### src/rtl/mvu_rdc_reader.sv
// mvu_rdc_reader
// Streams a burst of words out of the MVU data memory. A command supplies a
// start address and a word count. The block issues one read per cycle while
// there is room downstream, follows each read through the fixed memory
// latency, and buffers the returned words in a small FIFO for the consumer.
//
// Ports
//   clk, rst_n             clock, asynchronous active-low reset
//   cmd_valid/ready        command handshake; cmd_baddr start, cmd_len count
//   mvu_rdc_en/grnt/addr   memory read request handshake
//   mvu_rdc_word           read data, RD_LAT cycles after the grant
//   out_valid/ready        output handshake; out_data word, out_last tag
//   busy                   a command is in progress
//   done                   one-cycle pulse when a command completes
//
// state    | meaning
// ---------+-------------------------------------------------------------
// ST_IDLE  | waiting for a command; cmd_ready high
// ST_REQ   | issuing reads while FIFO plus in-flight reads leave room
// ST_DRAIN | all reads issued; waiting for the last word to be popped
module mvu_rdc_reader #(
  parameter int BDBANKA    = 15,
  parameter int BDBANKW    = 64,
  parameter int RD_LAT     = 2,
  parameter int FIFO_DEPTH = 4
) (
  input  logic               clk,
  input  logic               rst_n,
  input  logic               cmd_valid,
  output logic               cmd_ready,
  input  logic [BDBANKA-1:0] cmd_baddr,
  input  logic [15:0]        cmd_len,
  output logic               mvu_rdc_en,
  input  logic               mvu_rdc_grnt,
  output logic [BDBANKA-1:0] mvu_rdc_addr,
  input  logic [BDBANKW-1:0] mvu_rdc_word,
  output logic               out_valid,
  input  logic               out_ready,
  output logic [BDBANKW-1:0] out_data,
  output logic               out_last,
  output logic               busy,
  output logic               done
);

  localparam int PW = $clog2(FIFO_DEPTH);
  // wide enough for FIFO occupancy plus every in-flight read
  localparam int CW = $clog2(FIFO_DEPTH + RD_LAT + 1) + 1;

  typedef enum logic [1:0] {ST_IDLE, ST_REQ, ST_DRAIN} state_e;

  state_e               state_q, state_d;
  logic [BDBANKA-1:0]   addr_q, addr_d;
  logic [15:0]          rem_q, rem_d;
  logic [RD_LAT-1:0]    vld_q, vld_d;
  logic [RD_LAT-1:0]    lst_q, lst_d;
  logic                 done_q, done_d;

  logic [BDBANKW-1:0]   fifo_data_q [FIFO_DEPTH];
  logic [FIFO_DEPTH-1:0] fifo_last_q;
  logic [PW-1:0]        wptr_q, rptr_q;
  logic [CW-1:0]        occ_q;

  logic [CW-1:0]        inflight;
  logic                 room;
  logic                 req_en;
  logic                 req_acc;
  logic                 push;
  logic                 pop;

  always_comb begin
    inflight = '0;
    for (int i = 0; i < RD_LAT; i++) begin
      inflight = inflight + CW'(vld_q[i]);
    end
  end

  // Reads are only issued when every outstanding word already has a FIFO
  // slot reserved, so the FIFO cannot overflow whatever the consumer does.
  assign room    = (occ_q + inflight) < CW'(FIFO_DEPTH);
  assign req_en  = (state_q == ST_REQ) && room;
  assign req_acc = req_en && mvu_rdc_grnt;
  assign push    = vld_q[RD_LAT-1];
  assign pop     = out_valid && out_ready;

  always_comb begin
    state_d   = state_q;
    addr_d    = addr_q;
    rem_d     = rem_q;
    done_d    = 1'b0;
    cmd_ready = 1'b0;
    busy      = 1'b0;
    case (state_q)
      ST_IDLE: begin
        cmd_ready = 1'b1;
        if (cmd_valid) begin
          if (cmd_len == 16'd0) begin
            done_d = 1'b1;
          end else begin
            addr_d  = cmd_baddr;
            rem_d   = cmd_len;
            state_d = ST_REQ;
          end
        end
      end
      ST_REQ: begin
        busy = 1'b1;
        if (req_acc) begin
          addr_d = addr_q + BDBANKA'(1);
          rem_d  = rem_q - 16'd1;
          if (rem_q == 16'd1) state_d = ST_DRAIN;
        end
      end
      ST_DRAIN: begin
        busy = 1'b1;
        if (pop && out_last) begin
          state_d = ST_IDLE;
          done_d  = 1'b1;
        end
      end
      default: state_d = ST_IDLE;
    endcase
  end

  // Each granted read walks this pipe; it lands in the FIFO when it
  // reaches the last stage, exactly RD_LAT cycles after its grant.
  always_comb begin
    vld_d    = '0;
    lst_d    = '0;
    vld_d[0] = req_acc;
    lst_d[0] = req_acc && (rem_q == 16'd1);
    for (int i = 1; i < RD_LAT; i++) begin
      vld_d[i] = vld_q[i-1];
      lst_d[i] = lst_q[i-1];
    end
  end

  always_ff @(posedge clk or negedge rst_n) begin
    if (!rst_n) begin
      state_q <= ST_IDLE;
      addr_q  <= '0;
      rem_q   <= '0;
      vld_q   <= '0;
      lst_q   <= '0;
      done_q  <= 1'b0;
    end else begin
      state_q <= state_d;
      addr_q  <= addr_d;
      rem_q   <= rem_d;
      vld_q   <= vld_d;
      lst_q   <= lst_d;
      done_q  <= done_d;
    end
  end

  always_ff @(posedge clk or negedge rst_n) begin
    if (!rst_n) begin
      for (int i = 0; i < FIFO_DEPTH; i++) fifo_data_q[i] <= '0;
      fifo_last_q <= '0;
      wptr_q      <= '0;
      rptr_q      <= '0;
      occ_q       <= '0;
    end else begin
      if (push) begin
        fifo_data_q[wptr_q] <= mvu_rdc_word;
        fifo_last_q[wptr_q] <= lst_q[RD_LAT-1];
        wptr_q              <= wptr_q + PW'(1);
      end
      if (pop) rptr_q <= rptr_q + PW'(1);
      case ({push, pop})
        2'b10:   occ_q <= occ_q + CW'(1);
        2'b01:   occ_q <= occ_q - CW'(1);
        default: occ_q <= occ_q;
      endcase
    end
  end

  assign mvu_rdc_en   = req_en;
  assign mvu_rdc_addr = addr_q;
  assign out_valid    = (occ_q != '0);
  assign out_data     = fifo_data_q[rptr_q];
  assign out_last     = fifo_last_q[rptr_q];
  assign done         = done_q;

endmodule

### config.mk
export PLATFORM = sky130hd
export DESIGN_NAME = mvu_rdc_reader
export DESIGN_NICKNAME = d
export VERILOG_FILES = /design/src/rtl/mvu_rdc_reader.sv
export SDC_FILE = /design/constraint.sdc
export NUM_CORES = 1
export LEC_CHECK = 0
export BUFFER_PORTS_ARGS = -buffer_cell sky130_fd_sc_hd__buf_2
export CAP_MARGIN = 15
export CORE_MARGIN = 2
export CORE_UTILIZATION = 55
export CTS_CLUSTER_SIZE = 14
export DETAILED_ROUTE_END_ITERATION = 8
export PLACE_DENSITY = 0.78
export SYNTH_ARGS = -nofsm -noshare
export SYNTH_HDL_FRONTEND = slang
export SYNTH_SLANG_ARGS = --single-unit
### constraint.sdc
create_clock -name clk -period 3.02 [get_ports clk]
set_clock_uncertainty 0.2 [all_clocks]
set_input_delay 0.302 -clock clk [delete_from_list [all_inputs] [get_ports clk]]
set_output_delay 0.302 -clock clk [all_outputs]
set_load 0.005 [all_outputs]
; Word level (Yosys, flattened, before mapping)
; Index checks and enable logic that the tools add are counted.
[word_totals]
register_bits = 306
inputBits = 100
word_cells = 88
[op_classes]
add_sub_neg = 8
n_lt_le_gt_ge = 7
eq_ne = 10
n_mux = 32
bitwise_logic = 2
reduce_logical = 15
[ops]
columns = op, n
row1 = bitwise mux 256 bit, 1
row2 = 2-to-1 mux 64 bit, 3
row3 = binary-select mux 64 bit (select 2 bit), 1
row4 = demux 64 bit (select 2 bit), 1
row5 = 2-to-1 mux 16 bit, 3
row6 = 2-to-1 mux 15 bit, 3
row7 = one-hot mux 16 bit (2 select lines), 1
row8 = one-hot mux 15 bit (2 select lines), 1
row9 = == test 16 x 1 -> 1 bit (second input constant), 1
row10 = zero test 16 bit, 1
row11 = subtractor 16 x 1 -> 16 bit (second input constant), 1
row12 = adder 15 x 1 -> 15 bit (second input constant), 1
row13 = 2-to-1 mux 2 bit, 5
row14 = != test 2 bit (second input constant), 4
row15 = one-hot mux 4 bit (2 select lines), 1
row16 = logical AND 1 bit, 7
row17 = 2-to-1 mux 1 bit, 7
row18 = greater-or-equal comparator 3 bit (second input constant), 2
row19 = less-than comparator 2 x 3 -> 1 bit (second input constant), 2
row20 = inverter 2 -> 3 bit, 2
row21 = one-hot mux 2 bit (3 select lines), 1
row22 = AND reduction 5 bit, 1
row23 = adder 2 x 1 -> 2 bit (second input constant), 2
row24 = adder 4 x 1 -> 4 bit (second input constant), 1
row25 = 18 further kinds, 21

; Depth between registers and ports, before layout
[logic_depth]
word_depth = 7
ltp_mapped = 9
mapped_depth_nobuf = 8

; Worst setup path after synthesis
; No wires, ideal clock.
[synth_path]
path_kind = reg2reg
startpoint = register occ_q[1]
endpoint = register occ_q[3]
setup_ps = 125
arrival_ps = 2028
required_ps = 2695
slack_ps = 667
stages_incl_launch_ff = 9
path_buffers = 0
synth_period_minus_slack_ps = 2353
cell_sequence = dfrtp_1 -> o41a_1 -> ha_1 -> ha_1 -> a21o_1 -> a21oi_1 -> xnor2_1 -> nor2_1 -> xor2_1
[synth_between]
elab_chain_len = 4
word_cells_on_any_way = 8
classes_between = add/sub: 2 / eq/ne: 2 / mux: 1 / reduce/logical: 3
[synth_lines]
columns = item, line
row1 = from (decl), 61  ; logic [CW-1:0] occ_q;
row2 = from (signal assigned), 170  ; 2'b10: occ_q <= occ_q + CW'(1);
row3 = from (signal assigned), 171  ; 2'b01: occ_q <= occ_q - CW'(1);
row4 = from (signal assigned), 172  ; default: occ_q <= occ_q;
row5 = nonzero test 4 bit *, 179  ; assign out_valid = (occ_q != '0);
row6 = logical AND 1 bit *, 83  ; assign pop = out_valid && out_ready;
row7 = via pop, 68  ; logic pop;
row8 = == test 2 x 1 -> 1 bit / == test 2 bit (equally long branches), 169  ; case ({push, pop})
row9 = one-hot mux 4 bit (2 select lines) / nonzero test 2 bit (equally long branches), --
; The timed path passes the listed nets; every way through them passes the cells marked *.
; A chain may end at the register's enable or synchronous reset.

; Worst setup path after layout
[layout_path]
startpoint = register occ_q[0]
endpoint = register addr_q[1] (netlist: mvu_rdc_addr[1])
[layout_between]
elab_chain_len = 6
[layout_lines]
columns = item, line
row1 = adder 4 x 2 -> 4 bit, 79  ; assign room = (occ_q + inflight) < CW'(FIFO_DEPTH);
row2 = less-than comparator 4 x 3 -> 1 bit, 79
row3 = logical AND 1 bit, 80  ; assign req_en = (state_q == ST_REQ) && room;
row4 = logical AND 1 bit, 81  ; assign req_acc = req_en && mvu_rdc_grnt;
row5 = != test 2 bit (no line), --
row6 = AND reduction 4 bit (no line), --
row7 = to (signal assigned), 147  ; addr_q <= addr_d;
row8 = to (decl), 52  ; logic [BDBANKA-1:0] addr_q, addr_d;
; Every way passes these cells.

==> out/qor.csv <==
metric,value,unit
Hold Startpoint,mvu_rdc_grnt,
RSZ-0062 raised after global routing,false,
Die Footprint,27000,µm²
WP data required,3.19,ns
Post-Synthesis Mean Instance Area,14.5,µm²
Reg2Reg Depth,6,
RR Startpoint,occ_q[0],
clock root buffer,clkbuf_16,
Critical Path Fanout Max,18,
sequential power share,37.7,%
CP max stage delay,0.66,ns
gr busiest metal,met2,
CORE AREA,25200,µm²
worst vdd ir,0.000419,V
Final Hold Fails,0,
Die Y,164,µm
Net Switching,3130,µW
"CTS clk-pin slew, worst paths",0.06,ns
M3 GR Usage,4.47,%
cells along the critical path,ha_1 -> a21oi_1 -> o2bb2ai_1 -> a21oi_2 -> nand2b_1 -> o21ai_0,
global route overflow,0,
Num CTS Buffers,34,
hold path depth,4,
share of Yosys cell area claimed by the top area cell type,54.2,%
clock network fraction of design power,38.4,%
Worst R2R Setup Slack,0.32,ns
register area share after synthesis,54.2,%
Comb pwr share,23.9,%
largest net degree at the start of global routing,78,
transition time of the tightest slew-check pin,0.774,ns
nets@finish,1374,
met2 Track Usage GR,42.1,%
Synth async-reset ratio,100,%
Final GP Congestion,0.885,
PortBufs,184,
Final period util,89.3,%
"Setup Fix Bufs, Post-CTS",0,
WL/cell,20.1,µm
largest buffer count on any clock path,3,
first-pass GRT wire length,52.8,mm
layout cell share with drive strength beyond 1,47.9,%
CP max-delay cell,a21oi_2,
Mapped Nets,1091,
std cell rows,58,
Clock Sinks,306,
grt met1 use,32.5,%
largest cells by area after synthesis,"dfrtp_1 (54%), mux2_2 (21%), mux4_2 (10%)",
drt pass-1 iters,7,
FF-to-FF End,mvu_rdc_addr[1],
final setup fails,0,
PwrDens,669,nW/µm²
Syn. warnings,0,
FMAX,0.371,GHz
"EDFF count, synth",0,
DP HPWL,19.7,mm
Final ANT Viol Nets,0,
IO Count,185,
"Area growth, synth to finish",25.8,%
Worst-Skew Late Latency,0.50,ns
Max Cap Viol,0,
ys flop type,dfrtp_1,
critical path's top delay family,compound AO/OA/AOI/OAI gates,
cells after synthesis,976,
fillers,1604,
Worst Path Arrival,2.86,ns
Initial Util,56.1,%
Switching Share,26.3,%
Hold WS,0.0374,ns
TNS Setup,0,ns
headroom to the max-slew limit,48.4,%
distinct cell type count after synthesis,61,
crit path capture type,register,
Pins Over Slew Limit,0,
worst min-delay path class,in2reg,
post-cts sizing count,0,
Mapped Area,14100,µm²
Routed WL,32.4,mm
Worst Setup Start Kind,register,
crit path kind,reg2reg,
"FF+latch count, synth",306,
CTS HTree Levels,2,
Die Wd,164,µm
DRT iter0 DRCs,637,
DRC errors left,0,
worst path buffer plus inverter count,0,
routed vias/inst,5.87,
post-synth top area cell,dfrtp_1,
number of global-route vias before repair,10124,
leakage power,0.00785,µW
detailed-route via count,9491,
Hold EP,rem_q[5],
status,"complete, no violations",
min Tclk post-route,2.70,ns
Int Pwr,8770,µW
GRT Resource Usage Total,24.7,%
antenna violations before repair,1,
TritonCTS clock tree,done,
power by group through the flow:
stage / sequential, µW / clock, µW / combinational, µW
2_1_floorplan: 4490 / 0 / 1710
3_3_place_gp: 4540 / 0 / 2720
3_5_place_dp: 4550 / 0 / 2760
4_1_cts: 4480 / 4650 / 2880
5_1_grt: 4510 / 4830 / 3080
6_report: 4490 / 4570 / 2840
metal layers:
metal  vias up  routed length, µm  share of wire (%)
li1       4234                  -                  -
met1      4861              13300                 41
met2       325              16400                 51
met3        71               1960                6.0
met4         0                732                2.3
met5         -                  0                  0
sequential cells by signal (all words and copies together) (netlist names):
| name | flops |
|---|---|
| rptr_q | 2 |
| done | 1 |
| rem_q | 16 |
| occ_q | 4 |
| lst_q | 2 |
| wptr_q | 2 |
| fifo_data_q | 256 |
| vld_q | 2 |
| fifo_last_q | 4 |
| state_q | 2 |
| mvu_rdc_addr | 15 |
cells by family (layout without fill, tap and decap cells):
group                    after synthesis  after routing  synth area share [%]
other                                  0              1                     0
flip-flops                           306            306                  54.2
XOR/XNOR                               7              7                 0.434
adder cells (fa/ha/maj)               15             15                  1.38
AO/OA/AOI/OAI                         93             93                  4.65
multiplexers                         328            328                  31.3
buffers and inverters                 85            394                  2.74
AND/OR/NAND/NOR                      142            142                  5.27
how the worst max path moves through the flow:
stage	from	endpoint	slack, ns	cells after the start
2_1_floorplan	occ_q[1]	occ_q[3]	0.67	8
3_3_place_gp	occ_q[0]	rem_q[0]	0.44	6
3_5_place_dp	occ_q[0]	mvu_rdc_addr[1]	0.30	6
4_1_cts	occ_q[0]	mvu_rdc_addr[1]	0.31	6
5_1_grt	state_q[1]	mvu_rdc_addr[0]	0.14	7
6_report	occ_q[0]	mvu_rdc_addr[1]	0.32	6
cell usage in the layout (no fill, tap or decap), types with 8 or more instances in the layout:
cell type,synthesis,layout
inv_1,23,23
nand2_1,28,24
bufinv_16,0,8
o21ai_0,16,16
a21oi_1,8,8
a2bb2oi_1,11,11
mux4_2,65,65
ha_1,14,14
mux2_2,260,260
clkbuf_16,0,34
dlygate4sd3_1,0,96
buf_2,10,183
nor3_1,24,24
buf_4,0,19
o22ai_1,13,13
dfrtp_1,306,304
buf_12,0,10
a31oi_1,8,8
nand3_1,19,19
nor2_1,27,27
cell type report:
cell class / instances / area (µm²) / area share (%)
inverter: 23 / 86.3 / 0.486
clock inverter: 20 / 328 / 1.84
multi-input combinational: 585 / 6110 / 34.4
sequential: 306 / 7660 / 43.1
clock buffer: 42 / 931 / 5.24
antenna: 1 / 2.50 / 0.0141
tap: 330 / 413 / 2.32
timing repair buffer: 309 / 2230 / 12.6
timing repair:
| action | CTS | global route |
|---|---|---|
| setup endpoints to repair | 0 | 0 |
| endpoints found under the hold margin | 356 | 0 |
| hold buffers | 96 | 0 |
worst register-to-register path: cells and delay by family (launching register included):
kind,cells,cell delay [ns]
adder cells (fa/ha/maj),1,0.32
AO/OA/AOI/OAI,4,1.22
AND/OR/NAND/NOR,1,0.38
flip-flops,1,0.44
synthesized netlist by cell type (all sizes together) (3+ instances only):
| library cell | n |
|---|---|
| a211oi | 6 |
| a21oi | 10 |
| a2bb2oi | 11 |
| a31oi | 8 |
| a41oi | 3 |
| and2 | 3 |
| and3 | 6 |
| buf | 15 |
| clkbuf | 47 |
| dfrtp | 306 |
| ha | 14 |
| inv | 23 |
| mux2 | 261 |
| mux4 | 65 |
| nand2 | 28 |
| nand2b | 5 |
| nand3 | 19 |
| nand4 | 8 |
| nor2 | 27 |
| nor3 | 26 |
| nor3b | 3 |
| nor4 | 6 |
| o21a | 3 |
| o21ai | 18 |
| o22ai | 13 |
| o31ai | 4 |
| or4 | 5 |
| xnor2 | 3 |
| xor2 | 4 |
stage by stage:
step           utilization [%]  cell area, µm²  worst slack (ns)  cells  power (µW)
4_1_cts                   70.6           17800             0.314   1615       12000
3_3_place_gp              61.8           15600             0.438   1457        7260
3_5_place_dp              61.8           15600             0.305   1457        7310
6_report                  70.6           17800             0.324   1616       11900
5_1_grt                   70.6           17800             0.139   1616       12400
2_1_floorplan                -           14100             0.667    976        6190
Note: power is estimated with default switching activity, not from simulation.
